## config.mk

```make
export PLATFORM = sky130hd
export DESIGN_NAME = fizzbuzz_printer
export DESIGN_NICKNAME = d
export VERILOG_FILES = /design/src/rtl/fizzbuzz_printer.sv
export SDC_FILE = /design/constraint.sdc
export NUM_CORES = 1
export LEC_CHECK = 0
export ABC_AREA = 1
export CAP_MARGIN = 20
export CORE_ASPECT_RATIO = 1.1
export CORE_MARGIN = 10
export CORE_UTILIZATION = 55
export DETAILED_ROUTE_END_ITERATION = 12
export GPL_TIMING_DRIVEN = 0
export PLACE_DENSITY = 0.82
export SLEW_MARGIN = 20
export SYNTH_ARGS = -nofsm -noshare
export SYNTH_HDL_FRONTEND = slang
export SYNTH_SLANG_ARGS = --single-unit
export TNS_END_PERCENT = 50
```

## constraint.sdc

```tcl
create_clock -name clk -period 2.25 [get_ports clk]
set_clock_uncertainty 0.05 [all_clocks]
set_input_delay 0.3375 -clock clk [delete_from_list [all_inputs] [get_ports clk]]
set_output_delay 0.3375 -clock clk [all_outputs]
set_load 0.01 [all_outputs]
```

## src/rtl/fizzbuzz_printer.sv

```systemverilog
`default_nettype none
// ============================================================================
// Module   : fizzbuzz_printer
// Purpose  : Counts N = 1..LIMIT and streams each FizzBuzz line as ASCII
//            bytes over a valid/ready handshake. Each line is "Fizz", "Buzz",
//            "FizzBuzz" or the decimal digits of N, terminated by 0x0A.
//            Divisibility comes from mod-3/mod-5 phase counters and the
//            decimal text from a BCD counter, so no dividers are needed.
// Ports    : clk       - clock, rising edge
//            rst       - synchronous active-high reset
//            start     - begin a run (sampled only when idle)
//            out_data  - ASCII byte
//            out_valid - out_data holds a valid byte
//            out_ready - sink accepts byte (transfer = out_valid & out_ready)
//            busy      - run in progress
//            done      - one-cycle pulse after the final newline transfers
//            number    - current N (0 when idle)
// Revision : 1.0 - initial release
// ============================================================================
module fizzbuzz_printer #(
    parameter int unsigned LIMIT  = 100,
    parameter int unsigned DIGITS = 3
) (
    input  logic        clk,
    input  logic        rst,
    input  logic        start,
    output logic [7:0]  out_data,
    output logic        out_valid,
    input  logic        out_ready,
    output logic        busy,
    output logic        done,
    output logic [31:0] number
);

    localparam int unsigned DPW     = (DIGITS > 1) ? $clog2(DIGITS) : 1;
    localparam int unsigned BW      = DIGITS * 4;
    localparam logic [31:0] LIMIT_V = 32'(LIMIT);

    localparam logic [1:0] S_IDLE  = 2'd0;
    localparam logic [1:0] S_WORD  = 2'd1;
    localparam logic [1:0] S_DIGIT = 2'd2;
    localparam logic [1:0] S_EOL   = 2'd3;

    logic [1:0]     state;
    logic [31:0]    n;
    logic [1:0]     mod3;
    logic [2:0]     mod5;
    logic [BW-1:0]  bcd;
    logic [2:0]     widx;      // index into "FizzBuzz"
    logic [2:0]     wlast;     // last index of the current word
    logic [DPW-1:0] dpos;      // digit currently emitted (0 = least significant)
    logic           done_q;

    logic           xfer;
    logic           at_limit;
    logic           load;

    // Counter values for the line about to start
    logic [1:0]     nx_m3;
    logic [2:0]     nx_m5;
    logic [BW-1:0]  nx_bcd;
    logic [DPW-1:0] nx_dpos;
    logic [1:0]     nx_state;
    logic [2:0]     nx_widx;
    logic [2:0]     nx_wlast;
    logic           carry;
    logic [3:0]     digit;

    assign out_valid = (state != S_IDLE);
    assign busy      = (state != S_IDLE);
    assign done      = done_q;
    assign number    = n;

    assign xfer     = out_valid & out_ready;
    assign at_limit = (n == LIMIT_V);
    // A new line begins on start acceptance or on a newline transfer that is
    // not the final one.
    assign load     = ((state == S_IDLE) && start) ||
                      ((state == S_EOL) && xfer && !at_limit);

    always_comb begin
        nx_bcd = bcd;
        carry  = 1'b1;
        if (state == S_IDLE) begin
            nx_m3  = 2'd1;
            nx_m5  = 3'd1;
            nx_bcd = {{(BW-1){1'b0}}, 1'b1};
        end else begin
            nx_m3 = (mod3 == 2'd2) ? 2'd0 : mod3 + 2'd1;
            nx_m5 = (mod5 == 3'd4) ? 3'd0 : mod5 + 3'd1;
            for (int i = 0; i < int'(DIGITS); i++) begin
                if (carry) begin
                    if (nx_bcd[i*4 +: 4] == 4'd9) begin
                        nx_bcd[i*4 +: 4] = 4'd0;
                    end else begin
                        nx_bcd[i*4 +: 4] = nx_bcd[i*4 +: 4] + 4'd1;
                        carry            = 1'b0;
                    end
                end
            end
        end

        // Highest non-zero digit starts the line; a value of zero would still
        // emit digit 0, but N never reaches zero here.
        nx_dpos = '0;
        for (int i = 0; i < int'(DIGITS); i++) begin
            if (nx_bcd[i*4 +: 4] != 4'd0) begin
                nx_dpos = DPW'(i);
            end
        end

        // "Fizz" occupies indices 0..3 and "Buzz" 4..7 of "FizzBuzz"
        nx_state = S_DIGIT;
        nx_widx  = 3'd0;
        nx_wlast = 3'd7;
        if (nx_m3 == 2'd0 && nx_m5 == 3'd0) begin
            nx_state = S_WORD;
        end else if (nx_m3 == 2'd0) begin
            nx_state = S_WORD;
            nx_wlast = 3'd3;
        end else if (nx_m5 == 3'd0) begin
            nx_state = S_WORD;
            nx_widx  = 3'd4;
        end
    end

    always_ff @(posedge clk) begin
        if (rst) begin
            state  <= S_IDLE;
            n      <= 32'd0;
            mod3   <= 2'd0;
            mod5   <= 3'd0;
            bcd    <= '0;
            widx   <= 3'd0;
            wlast  <= 3'd0;
            dpos   <= '0;
            done_q <= 1'b0;
        end else begin
            done_q <= 1'b0;
            if (load) begin
                state <= nx_state;
                n     <= (state == S_IDLE) ? 32'd1 : n + 32'd1;
                mod3  <= nx_m3;
                mod5  <= nx_m5;
                bcd   <= nx_bcd;
                widx  <= nx_widx;
                wlast <= nx_wlast;
                dpos  <= nx_dpos;
            end else begin
                case (state)
                    S_WORD: begin
                        if (xfer) begin
                            if (widx == wlast) state <= S_EOL;
                            else               widx  <= widx + 3'd1;
                        end
                    end
                    S_DIGIT: begin
                        if (xfer) begin
                            if (dpos == '0) state <= S_EOL;
                            else            dpos  <= dpos - DPW'(1);
                        end
                    end
                    S_EOL: begin
                        // Non-final newline transfers are handled by load
                        if (xfer) begin
                            state  <= S_IDLE;
                            n      <= 32'd0;
                            mod3   <= 2'd0;
                            mod5   <= 3'd0;
                            bcd    <= '0;
                            done_q <= 1'b1;
                        end
                    end
                    default: state <= S_IDLE;
                endcase
            end
        end
    end

    always_comb begin
        digit = 4'd0;
        for (int i = 0; i < int'(DIGITS); i++) begin
            if (dpos == DPW'(i)) digit = bcd[i*4 +: 4];
        end
        out_data = 8'h00;
        case (state)
            S_WORD: begin
                case (widx)
                    3'd0:    out_data = 8'h46;  // F
                    3'd1:    out_data = 8'h69;  // i
                    3'd4:    out_data = 8'h42;  // B
                    3'd5:    out_data = 8'h75;  // u
                    default: out_data = 8'h7A;  // z
                endcase
            end
            S_DIGIT: out_data = 8'h30 + {4'h0, digit};
            S_EOL:   out_data = 8'h0A;
            default: out_data = 8'h00;
        endcase
    end

endmodule
`default_nettype wire
```

==> flow_metrics.env, run 1 <==
export IMPL_finalHoldViolCount=0
export IMPL_start_util=0.574
export IMPL_drt_wl_total_microns=10300
export IMPL_num_rows=31
export IMPL_switchingPower_w=0.00154
export IMPL_fillCellCount=550
export IMPL_port_buffers=45
export IMPL_clock_sinks=59
export IMPL_drt_iter0_markers=172
export IMPL_layout_min_cycle_time_ns=2.15
export IMPL_root_buffer="clkbuf_8"
export IMPL_start_kind="flip-flop"
export IMPL_antenna_found_initial=0
export IMPL_fin_tns_setup_ns=0
export IMPL_die_width_microns=99.5
export IMPL_firstDrtPassIters=5
export IMPL_cp_data_required_time_ns=1.86
export IMPL_setup_viol=0
export IMPL_finalNonFillerCells=720
export IMPL_grt_pass1_vias=3806
export IMPL_p_comb_frac=0.383
export IMPL_grt_overflow_total=0
export IMPL_p_int_w=0.00263
export IMPL_fin_nets=657
export IMPL_power_density_nw_per_um2=882
export IMPL_seqPwrFrac=0.293
export IMPL_ios=47
export IMPL_placed_cells=706
export IMPL_cts_buffers=9
export IMPL_die_area_sq_um=10700
export IMPL_synth_seq_cells=59
export IMPL_ys_async_sr_fraction=0
export IMPL_grt_max_degree=12
export IMPL_hp_start="mod3[0]$_SDFFE_PP0P_"
export IMPL_crit_start="state[0]$_SDFFE_PP0P_"
export IMPL_status="completed"
export IMPL_wl_per_cell_microns=14.3
export IMPL_clkPwrFrac=0.324
export IMPL_cts_buffer_depth=2
export IMPL_grt_pass1_wl_microns=17100
export IMPL_syn_area_per_cell_sq_um=6.61
export IMPL_syn_to_final_growth_pct=23.6
export IMPL_netSwitchingFraction=0.368
export IMPL_critPathKind="flip-flop to output pin"
export IMPL_crit_path_end_kind="output pin"
export IMPL_ant_nets=0
export IMPL_peakVddDrop_v=0.000664
export IMPL_post_route_util=0.709
export IMPL_maxCapViolCount=0
export IMPL_yosysSeqAreaShare=0.309
export IMPL_via_per_inst=5.50
export IMPL_syn_num_nets=603
export IMPL_synthDistinctLibCells=43
export IMPL_dp_final_hpwl_microns=7580
export IMPL_vias=3957
export IMPL_syn_inst=579
export IMPL_period_share=0.957
export IMPL_p_leak_nw=1.89
export IMPL_cts_tree="built"
export IMPL_drive_gt1_frac=0.122
export IMPL_ys_warn_count=0
export IMPL_slew_violations=0
export IMPL_synth_area_sq_um=3830
export IMPL_core_sq_um=6670
export IMPL_clock_latency_ns=0.35
export IMPL_yosys_most_used_dff="dfxtp_1"
export IMPL_cts_clk_slew_worst_paths_ns=0.07
export IMPL_cp_data_arrival_time_ns=1.77
export IMPL_reg2reg_from="state[0]$_SDFFE_PP0P_"
export IMPL_h_tree_depth=3
export IMPL_fmax_mhz=465
export IMPL_rsz0062_at_grt="yes"
export IMPL_drc_errors=0
export IMPL_die_h_microns=107
export IMPL_place_congestion=0.897
export IMPL_hold_class="flip-flop to flip-flop"
export IMPL_synth_edf_count=0
export IMPL_grt_use_total=0.191
export IMPL_whs_ns=0.439
export IMPL_num_antenna_cells=0
export IMPL_path_max_fanout=11
stage by stage:
| stage | area, sq um | setup slack [ns] | power (W) |
|---|---|---|---|
| 2_1_floorplan | 3830 | 0.468 | 0.00225 |
| 3_3_place_gp | 4380 | -0.0945 | 0.00268 |
| 3_5_place_dp | 4380 | -0.130 | 0.00273 |
| 4_1_cts | 4680 | -0.00693 | 0.00410 |
| 5_1_grt | 4730 | -0.0258 | 0.00439 |
| 6_report | 4730 | 0.0972 | 0.00417 |
timing repair:
action,CTS,global route
hold buffers,0,0
pin swaps,0,2
gates cloned,0,0
setup buffers,0,0
endpoints found under the hold margin,0,0
gates resized for setup,21,24
setup endpoints to repair,8,8
registers in the layout, summed over array words and instances, names as in the netlist:
register  count
mod3          2
number       32
bcd          12
done          1
wlast         2
mod5          3
state         2
dpos          2
widx          3
power groups by stage:
stage | Sequential [W] | Combinational, W | Clock [W]
6_report | 0.00122 | 0.00160 | 0.00135
5_1_grt | 0.00123 | 0.00176 | 0.00140
4_1_cts | 0.00121 | 0.00153 | 0.00135
3_5_place_dp | 0.00122 | 0.00151 | 0
3_3_place_gp | 0.00122 | 0.00147 | 0
2_1_floorplan | 0.00120 | 0.00105 | 0
synthesized netlist by cell type (6+ instances only):
cell type	count	area, sq um
nand2_1	126	473
nor2_1	83	312
inv_1	74	278
dfxtp_1	59	1180
a21oi_1	44	220
nand3_1	40	200
o21ai_0	21	105
ha_1	20	250
nand4_1	13	81.3
nor3_1	12	60.1
xor2_1	9	78.8
o21a_1	8	60.1
buf_2	6	30.0
path summary, 6_finish.rpt:
path                                                end  slack [ns]  cells after the start
worst min register to register     mod3[0]$_SDFFE_PP0P_        0.44                      2
worst max register to register  number[28]$_SDFFE_PP0P_        0.18                      9
worst min-delay path               mod3[0]$_SDFFE_PP0P_        0.44                      2
worst max-delay path                               busy         0.1                      6
routing by layer:
| layer | global-route usage | wire, microns |
|---|---|---|
| met5 | 0 | 0 |
| met4 | 0.0779 | 184 |
| met3 | 0.0565 | 789 |
| met2 | 0.333 | 5050 |
| met1 | 0.212 | 4240 |
cells by family (layout without fill, tap and decap cells):
group | count (synthesis) | in the layout | share of synthesized area
adders and majority gates | 20 | 20 | 0.0654
and+or+nand+nor | 299 | 299 | 0.349
DFF | 59 | 59 | 0.309
buffers and inverters | 96 | 155 | 0.110
xor gates and xnor gates | 13 | 13 | 0.0297
AOI/OAI and AO/OA | 91 | 91 | 0.136
other | 1 | 1 | 0.000980
worst max-delay path: stages, from the launching register on:
cell,delay (ns)
dfxtp_4,0.40
inv_1,0.08
ha_1,0.21
buf_4,0.18
inv_2,0.10
buf_6,0.15
dlygate4sd2_1,0.28
placed cells by master, fill, tap and decap left out, types with 8 or more instances in the layout:
cell type and count:
inv_1 69, nor2_1 81, o21ai_0 19, o21a_1 8, nand2_1 126, clkbuf_8 12
nand4_1 13, ha_1 14, a21oi_1 41, inv_2 8, clkdlybuf4s50_1 37, dfxtp_1 57
xor2_1 9, nand3_1 40, nor3_1 12
final cells by class:
type | instances | area, sq um | share of cell area
tap | 82 | 103 | 0.0217
inverter | 77 | 289 | 0.0611
buffer | 17 | 133 | 0.0280
sequential | 59 | 1190 | 0.251
timing repair buffer | 45 | 437 | 0.0923
clock buffer | 12 | 155 | 0.0328
clock inverter | 4 | 120 | 0.0254
multi-input combinational | 424 | 2310 | 0.488
Power figures use the tool's default switching activity.
==> inputs of run 2 (changes only) <==
- CORE_MARGIN: 10 -> 2
- PLACE_DENSITY: 0.82 -> 0.84
==> run 2 against run 1 <==
Net effect:
- first-iteration DRC count grew 28%
- clock-buffer cell count decreased by 1
- critical endpoint is now out_data[3]
- hold slack got worse by 0.0069 ns
- clock power is 28% lower
- largest cell class unchanged
- sequential share of layout area up 0.42 points
==> flow_metrics.env, run 2 (same netlist as run 1, synthesis figures left out) <==
export IMPL_cts_buffers=9
export IMPL_peakVddDrop_v=0.000622
export IMPL_r2r_setup_slack_ns=0.25
export IMPL_vias=4022
export IMPL_drc_errors=0
export IMPL_hp_start="mod3[1]$_SDFFE_PP0P_"
export IMPL_core_sq_um=6670
export IMPL_grt_pass1_wl_microns=16400
export IMPL_hold_buffers=0
export IMPL_ant_nets=0
export IMPL_r2r_end="number[28]$_SDFFE_PP0P_"
export IMPL_root_buffer="clkbuf_8"
export IMPL_grtUsageMet2=0.470
export IMPL_grt_busiest_layer="met2"
export IMPL_cp_data_required_time_ns=1.86
export IMPL_start_util=0.574
export IMPL_reg2reg_from="state[1]$_SDFFE_PP0P_"
export IMPL_use_met3=0.0418
export IMPL_grt_util_met1=0.303
export IMPL_cts_clk_slew_worst_paths_ns=0.06
export IMPL_dp_final_hpwl_microns=7190
export IMPL_final_cell_mix="126 x nand2_1, 82 x nor2_1, 68 x inv_1"
export IMPL_h_tree_depth=3
export IMPL_start_kind="flip-flop"
export IMPL_maxCapViolCount=0
export IMPL_multi_input_area_sq_um=2310
export IMPL_status="completed"
export IMPL_dp_slack_ns=-0.114
export IMPL_largest_register_ff_count=32
export IMPL_firstDrtPassIters=5
export IMPL_reg2reg_depth=9
export IMPL_worst_slack_ns=0.0745
export IMPL_layout_commonest_cell="nand2_1"
export IMPL_num_rows=31
export IMPL_syn_to_final_growth_pct=21.9
export IMPL_critPathKind="flip-flop to output pin"
export IMPL_drt_iter0_markers=221
export IMPL_setup_viol=0
export IMPL_place_congestion=0.882
export IMPL_cts_buffer_depth=2
export IMPL_grt_overflow_total=0
export IMPL_port_buffers=45
export IMPL_die_h_microns=91.5
export IMPL_power_density_nw_per_um2=817
export IMPL_die_area_sq_um=7640
export IMPL_grt_use_total=0.260
export IMPL_fillCellCount=589
export IMPL_crit_path_end_kind="output pin"
export IMPL_seqCellArea_sq_um=1190
export IMPL_ios=47
export IMPL_finalHoldViolCount=0
export IMPL_cp_data_arrival_time_ns=1.79
export IMPL_drive_gt1_frac=0.118
export IMPL_layout_min_cycle_time_ns=2.18
export IMPL_drt_wl_total_microns=9860
export IMPL_period_share=0.967
export IMPL_num_antenna_cells=0
export IMPL_fmax_mhz=460
export IMPL_worstHoldPathCells=2
export IMPL_cts_tree="built"
export IMPL_hold_class="flip-flop to flip-flop"
export IMPL_p_leak_nw=1.89
export IMPL_clock_sinks=59
export IMPL_fin_nets=657
export IMPL_hold_end="mod3[1]$_SDFFE_PP0P_"
export IMPL_path_max_fanout=4
export IMPL_via_per_inst=5.59
export IMPL_die_width_microns=83.5
export IMPL_grt_pass1_vias=3716
export IMPL_slew_violations=0
export IMPL_wl_per_cell_microns=13.7
export IMPL_clock_latency_ns=0.35
export IMPL_fin_tns_setup_ns=0
export IMPL_total_power_w=0.00381
export IMPL_antenna_found_initial=0
export IMPL_grt_max_degree=12
export IMPL_post_route_util=0.699
export IMPL_whs_ns=0.432
==> run 2: cell types whose count changed in the layout (fill, tap and decap cells not counted), sizes merged <==
cell           change
dlymetal6s2s       +2
clkinv             +3
clkdlybuf4s15      -1
clkdlybuf4s50      +1
clkinvlp           +1
bufinv             -3
clkbuf             -3
buf                +1
dlygate4sd2        -1
==> run 2: worst max-delay path: stages (launching register included) <==
cell and delay (ns):
dfxtp_2 0.35, inv_2 0.11, ha_4 0.17, inv_1 0.08, o31ai_4 0.24, a32oi_1 0.08
a21oi_1 0.16, clkdlybuf4s15_1 0.26
==> run 2: final cells by class <==
| cell class | count | area share |
|---|---|---|
| repair buffers | 45 | 0.0963 |
| flip-flops and latches | 59 | 0.255 |
| inverters | 77 | 0.0619 |
| clock inverters | 5 | 0.0113 |
| plain buffers | 17 | 0.0284 |
| clock buffers | 11 | 0.0303 |
| well taps | 82 | 0.0220 |
| multi-input cells | 424 | 0.495 |
==> run 2: per-layer routing <==
layer,part of all wire,vias to the layer above
met5,0,-
met4,0.021,0
met3,0.053,25
met2,0.51,134
met1,0.42,1888
li1,-,1975
==> run 2: worst max-delay path by stage <==
stage	from	slack [ns]	end
detailed placement	state[0]$_SDFFE_PP0P_	-0.11	out_valid
global route	dpos[0]$_SDFFE_PP0P_	-0.008	out_data[3]
floorplan	state[0]$_SDFFE_PP0P_	0.47	number[29]$_SDFFE_PP0P_
finish	dpos[0]$_SDFFE_PP0P_	0.07	out_data[3]
CTS	dpos[1]$_SDFFE_PP0P_	-0.18	out_data[1]
global placement	state[0]$_SDFFE_PP0P_	-0.07	out_valid
==> run 2: power breakdown <==
| part | switching [W] | internal (W) | total, W |
|---|---|---|---|
| sequential | 0.0000969 | 0.00113 | 0.00123 |
| combinational | 0.000992 | 0.000623 | 0.00161 |
| clock | 0.000435 | 0.000536 | 0.000970 |
==> run 2: stage by stage <==
step / area [sq um] / cells
2_1_floorplan: 3830 / 579
4_1_cts: 4590 / 720
3_5_place_dp: 4380 / 706
3_3_place_gp: 4380 / 706
6_report: 4670 / 720
5_1_grt: 4670 / 720
==> run 2: repair_timing <==
action                                 CTS  global route
gates resized for setup                 17            20
pin swaps                                1             1
setup buffers                            0             0
endpoints found under the hold margin    0             0
setup endpoints to repair                8             6
